File: src/rtl/scan_display_pkg.sv
// Shared constants for the multiplexed 7-segment scanner: active-low hex glyphs,
// the all-dark cathode pattern and the legal parameter envelope.
package scan_display_pkg;

   localparam int DIGITS_MIN      = 2;
   localparam int DIGITS_MAX      = 16;
   localparam int REFRESH_DIV_MIN = 2;

   localparam logic [6:0] SEG_OFF = 7'h7F;

   // Bit order {g,f,e,d,c,b,a}, active-low, entries 0..F.
   localparam logic [0:15][6:0] SEG_LUT = {
      7'h40, 7'h79, 7'h24, 7'h30, 7'h19, 7'h12, 7'h02, 7'h78,
      7'h00, 7'h10, 7'h08, 7'h03, 7'h46, 7'h21, 7'h06, 7'h0E
   };

endpackage

File: src/rtl/scan_display_ctrl_if.sv
// Display-side bundle: datapath inputs (enable, nibbles, points, mask) and pin outputs.
// No handshake; the scanner samples inputs only at slot start and drives pins every cycle.
interface scan_display_ctrl_if #(
   parameter int DIGITS = 8
);
   localparam int IDX_W = $clog2(DIGITS);

   logic                  en;
   logic [4*DIGITS-1:0]   data;
   logic [DIGITS-1:0]     dp;
   logic [DIGITS-1:0]     dig_en;
   logic [DIGITS-1:0]     an;
   logic [6:0]            seg;
   logic                  seg_dp;
   logic [IDX_W-1:0]      num;

   modport master (
      output en, data, dp, dig_en,
      input  an, seg, seg_dp, num
   );

   modport slave (
      input  en, data, dp, dig_en,
      output an, seg, seg_dp, num
   );

endinterface

File: src/rtl/scan_display_ctrl_hex7seg.sv
// Hex nibble to active-low 7-segment glyph; purely combinational, zero latency.
module hex7seg_decoder
   import scan_display_pkg::*;
(
   input  logic [3:0] nibble,
   output logic [6:0] seg
);

   assign seg = SEG_LUT[nibble];

endmodule

File: src/rtl/scan_display_ctrl.sv
// Time-multiplexed common-anode scanner: prescaled slots, one-cold anodes, blanking, hex decode.
// Pin outputs lag the prescaler/index state by one cycle; NUM is the live index; no backpressure.
module scan_display_ctrl
   import scan_display_pkg::*;
#(
   parameter int DIGITS       = 8,
   parameter int REFRESH_DIV  = 100000,
   parameter int BLANK_CYCLES = 1000
) (
   input  logic               clk,
   input  logic               rst_n,
   scan_display_ctrl_if.slave bus
);

   localparam int IDX_W   = $clog2(DIGITS);
   localparam int PRESC_W = $clog2(REFRESH_DIV);

   if (DIGITS < DIGITS_MIN || DIGITS > DIGITS_MAX || REFRESH_DIV < REFRESH_DIV_MIN ||
       BLANK_CYCLES < 0 || BLANK_CYCLES >= REFRESH_DIV) begin : g_param_check
      $error("scan_display_ctrl: illegal DIGITS/REFRESH_DIV/BLANK_CYCLES combination");
   end

   logic [PRESC_W-1:0] presc;
   logic [IDX_W-1:0]   idx;
   logic [3:0]         snap_nib;
   logic               snap_dp;
   logic               snap_en;
   logic [DIGITS-1:0]  an_q;
   logic [6:0]         seg_q;
   logic               seg_dp_q;

   logic               slot_start;
   logic               slot_end;
   logic               last_digit;
   logic               in_blank;
   logic [3:0]         cur_nib;
   logic               cur_dp;
   logic               cur_en;
   logic [6:0]         cur_seg;

   assign slot_start = (presc == '0);
   assign slot_end   = (32'(presc) == REFRESH_DIV - 1);
   assign last_digit = (32'(idx) == DIGITS - 1);
   assign in_blank   = (32'(presc) < BLANK_CYCLES);

   // On the slot's first cycle the snapshot still holds the previous digit, so the
   // live inputs for the new index feed the output stage directly.
   assign cur_nib = slot_start ? bus.data[{idx, 2'b00} +: 4] : snap_nib;
   assign cur_dp  = slot_start ? bus.dp[idx]                 : snap_dp;
   assign cur_en  = slot_start ? bus.dig_en[idx]             : snap_en;

   hex7seg_decoder u_dec (
      .nibble (cur_nib),
      .seg    (cur_seg)
   );

   always_ff @(posedge clk or negedge rst_n) begin
      if (!rst_n) begin
         presc    <= '0;
         idx      <= '0;
         snap_nib <= '0;
         snap_dp  <= 1'b0;
         snap_en  <= 1'b0;
         an_q     <= '1;
         seg_q    <= SEG_OFF;
         seg_dp_q <= 1'b1;
      end else if (bus.en) begin
         if (slot_end) begin
            presc <= '0;
            idx   <= last_digit ? '0 : idx + 1'b1;
         end else begin
            presc <= presc + 1'b1;
         end

         if (slot_start) begin
            snap_nib <= cur_nib;
            snap_dp  <= cur_dp;
            snap_en  <= cur_en;
         end

         an_q     <= (in_blank || !cur_en) ? '1 : ~(DIGITS'(1) << idx);
         seg_q    <= cur_en ? cur_seg : SEG_OFF;
         seg_dp_q <= cur_en ? ~cur_dp : 1'b1;
      end else begin
         an_q     <= '1;
         seg_q    <= SEG_OFF;
         seg_dp_q <= 1'b1;
      end
   end

   assign bus.an     = an_q;
   assign bus.seg    = seg_q;
   assign bus.seg_dp = seg_dp_q;
   assign bus.num    = idx;

endmodule

File: src/flat_wrapper.sv
// flat-port wrapper written by rule: the top's interface ports become plain ports
module scan_display_ctrl_flat import scan_display_pkg::*;
#(
   parameter int DIGITS       = 8,
   parameter int REFRESH_DIV  = 100000,
   parameter int BLANK_CYCLES = 1000
)
  (clk, rst_n, bus_en, bus_data, bus_dp, bus_dig_en, bus_an, bus_seg, bus_seg_dp, bus_num);
  scan_display_ctrl_if #(.DIGITS(DIGITS)) bus_i ();
  input  logic clk;
  input  logic rst_n;
  input wire logic [$bits(bus_i.en)-1:0] bus_en;
  input wire logic [$bits(bus_i.data)-1:0] bus_data;
  input wire logic [$bits(bus_i.dp)-1:0] bus_dp;
  input wire logic [$bits(bus_i.dig_en)-1:0] bus_dig_en;
  output wire logic [$bits(bus_i.an)-1:0] bus_an;
  output wire logic [$bits(bus_i.seg)-1:0] bus_seg;
  output wire logic [$bits(bus_i.seg_dp)-1:0] bus_seg_dp;
  output wire logic [$bits(bus_i.num)-1:0] bus_num;
  assign bus_i.en = bus_en;
  assign bus_i.data = bus_data;
  assign bus_i.dp = bus_dp;
  assign bus_i.dig_en = bus_dig_en;
  assign bus_an = bus_i.an;
  assign bus_seg = bus_i.seg;
  assign bus_seg_dp = bus_i.seg_dp;
  assign bus_num = bus_i.num;
  scan_display_ctrl #(.DIGITS(DIGITS), .REFRESH_DIV(REFRESH_DIV), .BLANK_CYCLES(BLANK_CYCLES)) u_core (.clk(clk), .rst_n(rst_n), .bus(bus_i));
endmodule
File: config.mk
export PLATFORM = sky130hd
export DESIGN_NAME = scan_display_ctrl_flat
export DESIGN_NICKNAME = d
export VERILOG_FILES = /design/src/rtl/scan_display_pkg.sv /design/src/rtl/scan_display_ctrl_if.sv /design/src/rtl/scan_display_ctrl_hex7seg.sv /design/src/rtl/scan_display_ctrl.sv /design/src/flat_wrapper.sv
export SDC_FILE = /design/constraint.sdc
export NUM_CORES = 1
export LEC_CHECK = 0
export CAP_MARGIN = 10
export CORE_MARGIN = 2
export CORE_UTILIZATION = 50
export CTS_BUF_LIST = sky130_fd_sc_hd__clkbuf_4 sky130_fd_sc_hd__clkbuf_8
export DETAILED_ROUTE_END_ITERATION = 10
export HOLD_SLACK_MARGIN = 0.15
export PLACE_DENSITY = 0.83
export SLEW_MARGIN = 20
export SYNTH_ARGS = -nofsm -noshare
export SYNTH_HDL_FRONTEND = slang
export SYNTH_SLANG_ARGS = --single-unit
File: constraint.sdc
create_clock -name clk -period 3 [get_ports clk]
set_clock_uncertainty 0.05 [all_clocks]
set_input_delay 0.45 -clock clk [delete_from_list [all_inputs] [get_ports clk]]
set_output_delay 0.45 -clock clk [all_outputs]
set_load 0.02 [all_outputs]
==> metrics.md <==
| Metric | Value |
|---|---|
| RSZ-0062 raised after global routing | `false` |
| Clock-pin transition on the worst setup and hold timing paths | `80 ps` |
| WP buf/inv | `1` |
| Internal | `1.10 mW` |
| Area of the multi-input gates | `1330 um^2` |
| Crit Path Max Fanout | `7` |
| Met3 Track Usage GR | `5.28%` |
| Post-synth EDFFs | `0` |
| Lkg Pwr | `1.41 nW` |
| Root Driver | `clkbuf_8` |
| Post-synth cell types | `40` |
| Async S/R FF share, synth | `100%` |
| Initial Util | `52.1%` |
| Drt first pass iters | `4` |
| GP Congestion | `0.872` |
| CP Cell Sequence | `or3_1, or4_1, or2_4, o21ai_1, inv_1, ha_1, nor4_1, a211oi_1` |
| H-tree Lvls | `2` |
| Slowest CP cell | `or4_1` |
| M2 GR Usage | `37.7%` |
| Crit-path leading delay family | `simple AND/OR/NAND/NOR gates` |
| Switching share of power | `24.0%` |
| Min Hold Slack | `229 ps` |
| # fillers | `349` |
| Synth area leaders | `dfrtp_1 26%, dfstp_2 17%, mux4_2 11%, ha_1 7.6%, mux2i_1 4.9%` |
| Final wirelength | `5350 um` |
| Final Hold Vio Count | `0` |
| Clock sink total | `42` |
| DP HPWL | `4250 um` |
| Share of the synthesized area in the top cell type | `26.3%` |
| Final Cycle Share | `89.4%` |
| Layout cells sized above 1 | `17.5%` |
| Critical path endpoint category | `flop` |
| Port Buffers | `69` |
| CTS tree | `built` |
| Yosys warns | `0` |
| Post-route ant nets | `0` |
| # IOs | `70` |
| NumNets Final | `368` |
| Power density over cell area | `425 nW/um^2` |
| Most common cell in the netlist | `nand2_1` |
| Die width | `74.4 um` |
| Maximum root-to-sink buffer count | `2` |
| Maximum vdd drop | `0.000324 V` |
| Met1 global-route usage | `26.6%` |
| Cts hold-fix bufs | `0` |
| Core area | `4750 um^2` |
| Data required time of the critical path | `3160 ps` |
| Row count | `25` |
| Yosys top cell by area | `dfrtp_1` |
| Status | `completed` |
| Final Max Tran Viols | `0` |
| Seq pwr share | `46.4%` |
| Crit-path max cell delay | `560 ps` |
| Mean post-synth cell area | `11.0 um^2` |
| Wirelength per Cell | `14.5 um` |
| First-pass GRT wire length | `9110 um` |
| Top_reg_cell synth | `dfrtp_1` |
| Sw Pwr | `349 uW` |
| All-layer global routing usage | `21.5%` |
| Kind of critical path | `flop to flop` |
| Final core area utilization | `71.9%` |
| Max Cap Viol | `0` |
| Slew margin rel. | `41.3%` |
| DIE AREA | `5530 um^2` |
| Mapped Nets | `292` |
| Worst min path class | `input port to async pin` |
| Cells after Synth | `226` |
| Startpoint Class | `flop` |
| Later-pin clock latency in the skew report | `290 ps` |
| Most frequent cells after synthesis | `29 x nand2_1, 26 x dfrtp_1, 17 x nor2_1` |
| Via density | `5.26` |
| Vias in the first global route | `2,022` |
| Seq/Total Area, Yosys | `43.3%` |
| CTS resizes | `0` |
| Die Y | `74.4 um` |
| P&R area growth vs syn | `38.0%` |
| Setup TNS | `0 ps` |
| Logic gate share of total power | `16.3%` |
| DRC | `0` |
| Post-CTS Setup Repair Bufs | `0` |
| Final setup fails | `0` |
| Detailed-route via count | `1,948` |
| Register area | `1070 um^2` |
| Diode count | `0` |
| Clock Power Share | `37.3%` |
| TritonCTS Buffers | `5` |
| Arr. time, crit path | `2850 ps` |
| FMAX | `0.373 GHz` |
| Initial antenna violation count | `0` |
| Overflow after GRT | `0` |
| Netlist Area Pre-Place | `2480 um^2` |
| 1st-iter DRT viols | `141` |
| GRT busiest layer | `met2` |
| Worst Tran Pin Value | `881 ps` |
| #FFs+latches synth | `42` |
| Largest net degree at the start of global routing | `43` |
| Minimum clock period | `2680 ps` |
==> state kept, by name (all words and copies together), names as in the netlist <==
name               flops
u_core.presc          17
u_core.bus.num         3
u_core.bus.an          8
u_core.bus.seg         7
u_core.snap_en         1
u_core.snap_nib        4
u_core.snap_dp         1
u_core.bus.seg_dp      1
==> layout by cell type (no fill, tap or decap), types with 2 or more instances in the layout <==
cell type | synthesis | layout
clkdlybuf4s50_1 | 0 | 68
nand2_1 | 29 | 29
dfrtp_1 | 26 | 26
nor2_1 | 17 | 17
dfstp_2 | 16 | 16
ha_1 | 15 | 15
nand3_1 | 13 | 13
xnor2_1 | 13 | 13
mux4_2 | 12 | 12
mux2i_1 | 12 | 12
o21ai_0 | 9 | 9
inv_1 | 9 | 9
buf_4 | 0 | 9
clkbuf_8 | 0 | 6
nor4_1 | 4 | 4
nor3_1 | 4 | 4
o221ai_1 | 4 | 4
nand4_1 | 4 | 4
mux2_2 | 3 | 3
xor2_1 | 3 | 3
o211ai_1 | 2 | 2
a211oi_1 | 2 | 2
a21oi_1 | 2 | 2
bufinv_16 | 0 | 2
==> kinds of logic (layout without fill, tap and decap cells) <==
logic type,count (synthesis),after routing,synth area share [%]
simple gates,81,81,15.7
flops,42,42,43.3
mux,27,27,17.1
compound gates,26,26,7.58
buf+inv,19,96,3.08
xor+xnor,16,16,5.66
fa+ha+maj,15,15,7.58
==> stage by stage <==
step                      cells  setup WS (ps)  instance area [um^2]  power [mW]
after floorplan             226            111                  2480       0.803
after global placement      362            364                  3270       0.906
after detailed placement    362            323                  3270       0.923
after CTS                   370            306                  3420        1.46
after global routing        370            171                  3420        1.52
final                       370            317                  3420        1.45
==> power groups by stage <==
stage / combinational, mW / sequential (mW) / clock (mW)
floorplan: 0.136 / 0.667 / 0
global placement: 0.226 / 0.680 / 0
detailed placement: 0.241 / 0.682 / 0
CTS: 0.241 / 0.673 / 0.550
global route: 0.264 / 0.681 / 0.572
finish: 0.237 / 0.675 / 0.542
==> worst reg2reg max path, delay by kind of cell (launching register included) <==
kind                     cells  cell delay [ps]
flip-flops                   1              400
adder cells (fa/ha/maj)      1              210
buffers and inverters        1              110
AO/OA/AOI/OAI                2              260
AND/OR/NAND/NOR              4             1580
==> area by class of cell <==
cell class | count | area share (%)
tap | 67 | 2.45
clock buffer | 6 | 2.42
clock inverter | 2 | 1.76
inverter | 10 | 1.10
timing repair buffer | 78 | 22.0
sequential | 42 | 31.3
multi-input combinational | 165 | 38.9
==> per-layer routing <==
layer / up-vias / wire, um
met2: 68 / 2670
met3: 7 / 279
li1: 959 / -
met4: 0 / 46
met5: - / 0
met1: 914 / 2360
==> worst paths after layout <==
| path | from | end | slack, ps | cells past startpoint |
|---|---|---|---|---|
| setup / recovery | u_core.presc[12]$_DFFE_PN0P_ | u_core.bus.seg[0]$_DFF_PN1_ | 320 | 8 |
| hold / removal | rst_n | u_core.snap_nib[0]$_DFFE_PN0P_ | 230 | 1 |
| setup reg to reg | u_core.presc[12]$_DFFE_PN0P_ | u_core.bus.seg[0]$_DFF_PN1_ | 320 | 8 |
| hold reg to reg | u_core.snap_dp$_DFFE_PN0P_ | u_core.snap_dp$_DFFE_PN0P_ | 440 | 2 |
| max in group asynchronous | rst_n | u_core.presc[10]$_DFFE_PN0P_ | 2130 | 1 |
| min in group clk | u_core.snap_dp$_DFFE_PN0P_ | u_core.snap_dp$_DFFE_PN0P_ | 440 | 2 |
Note: power is estimated with default switching activity, not from simulation.
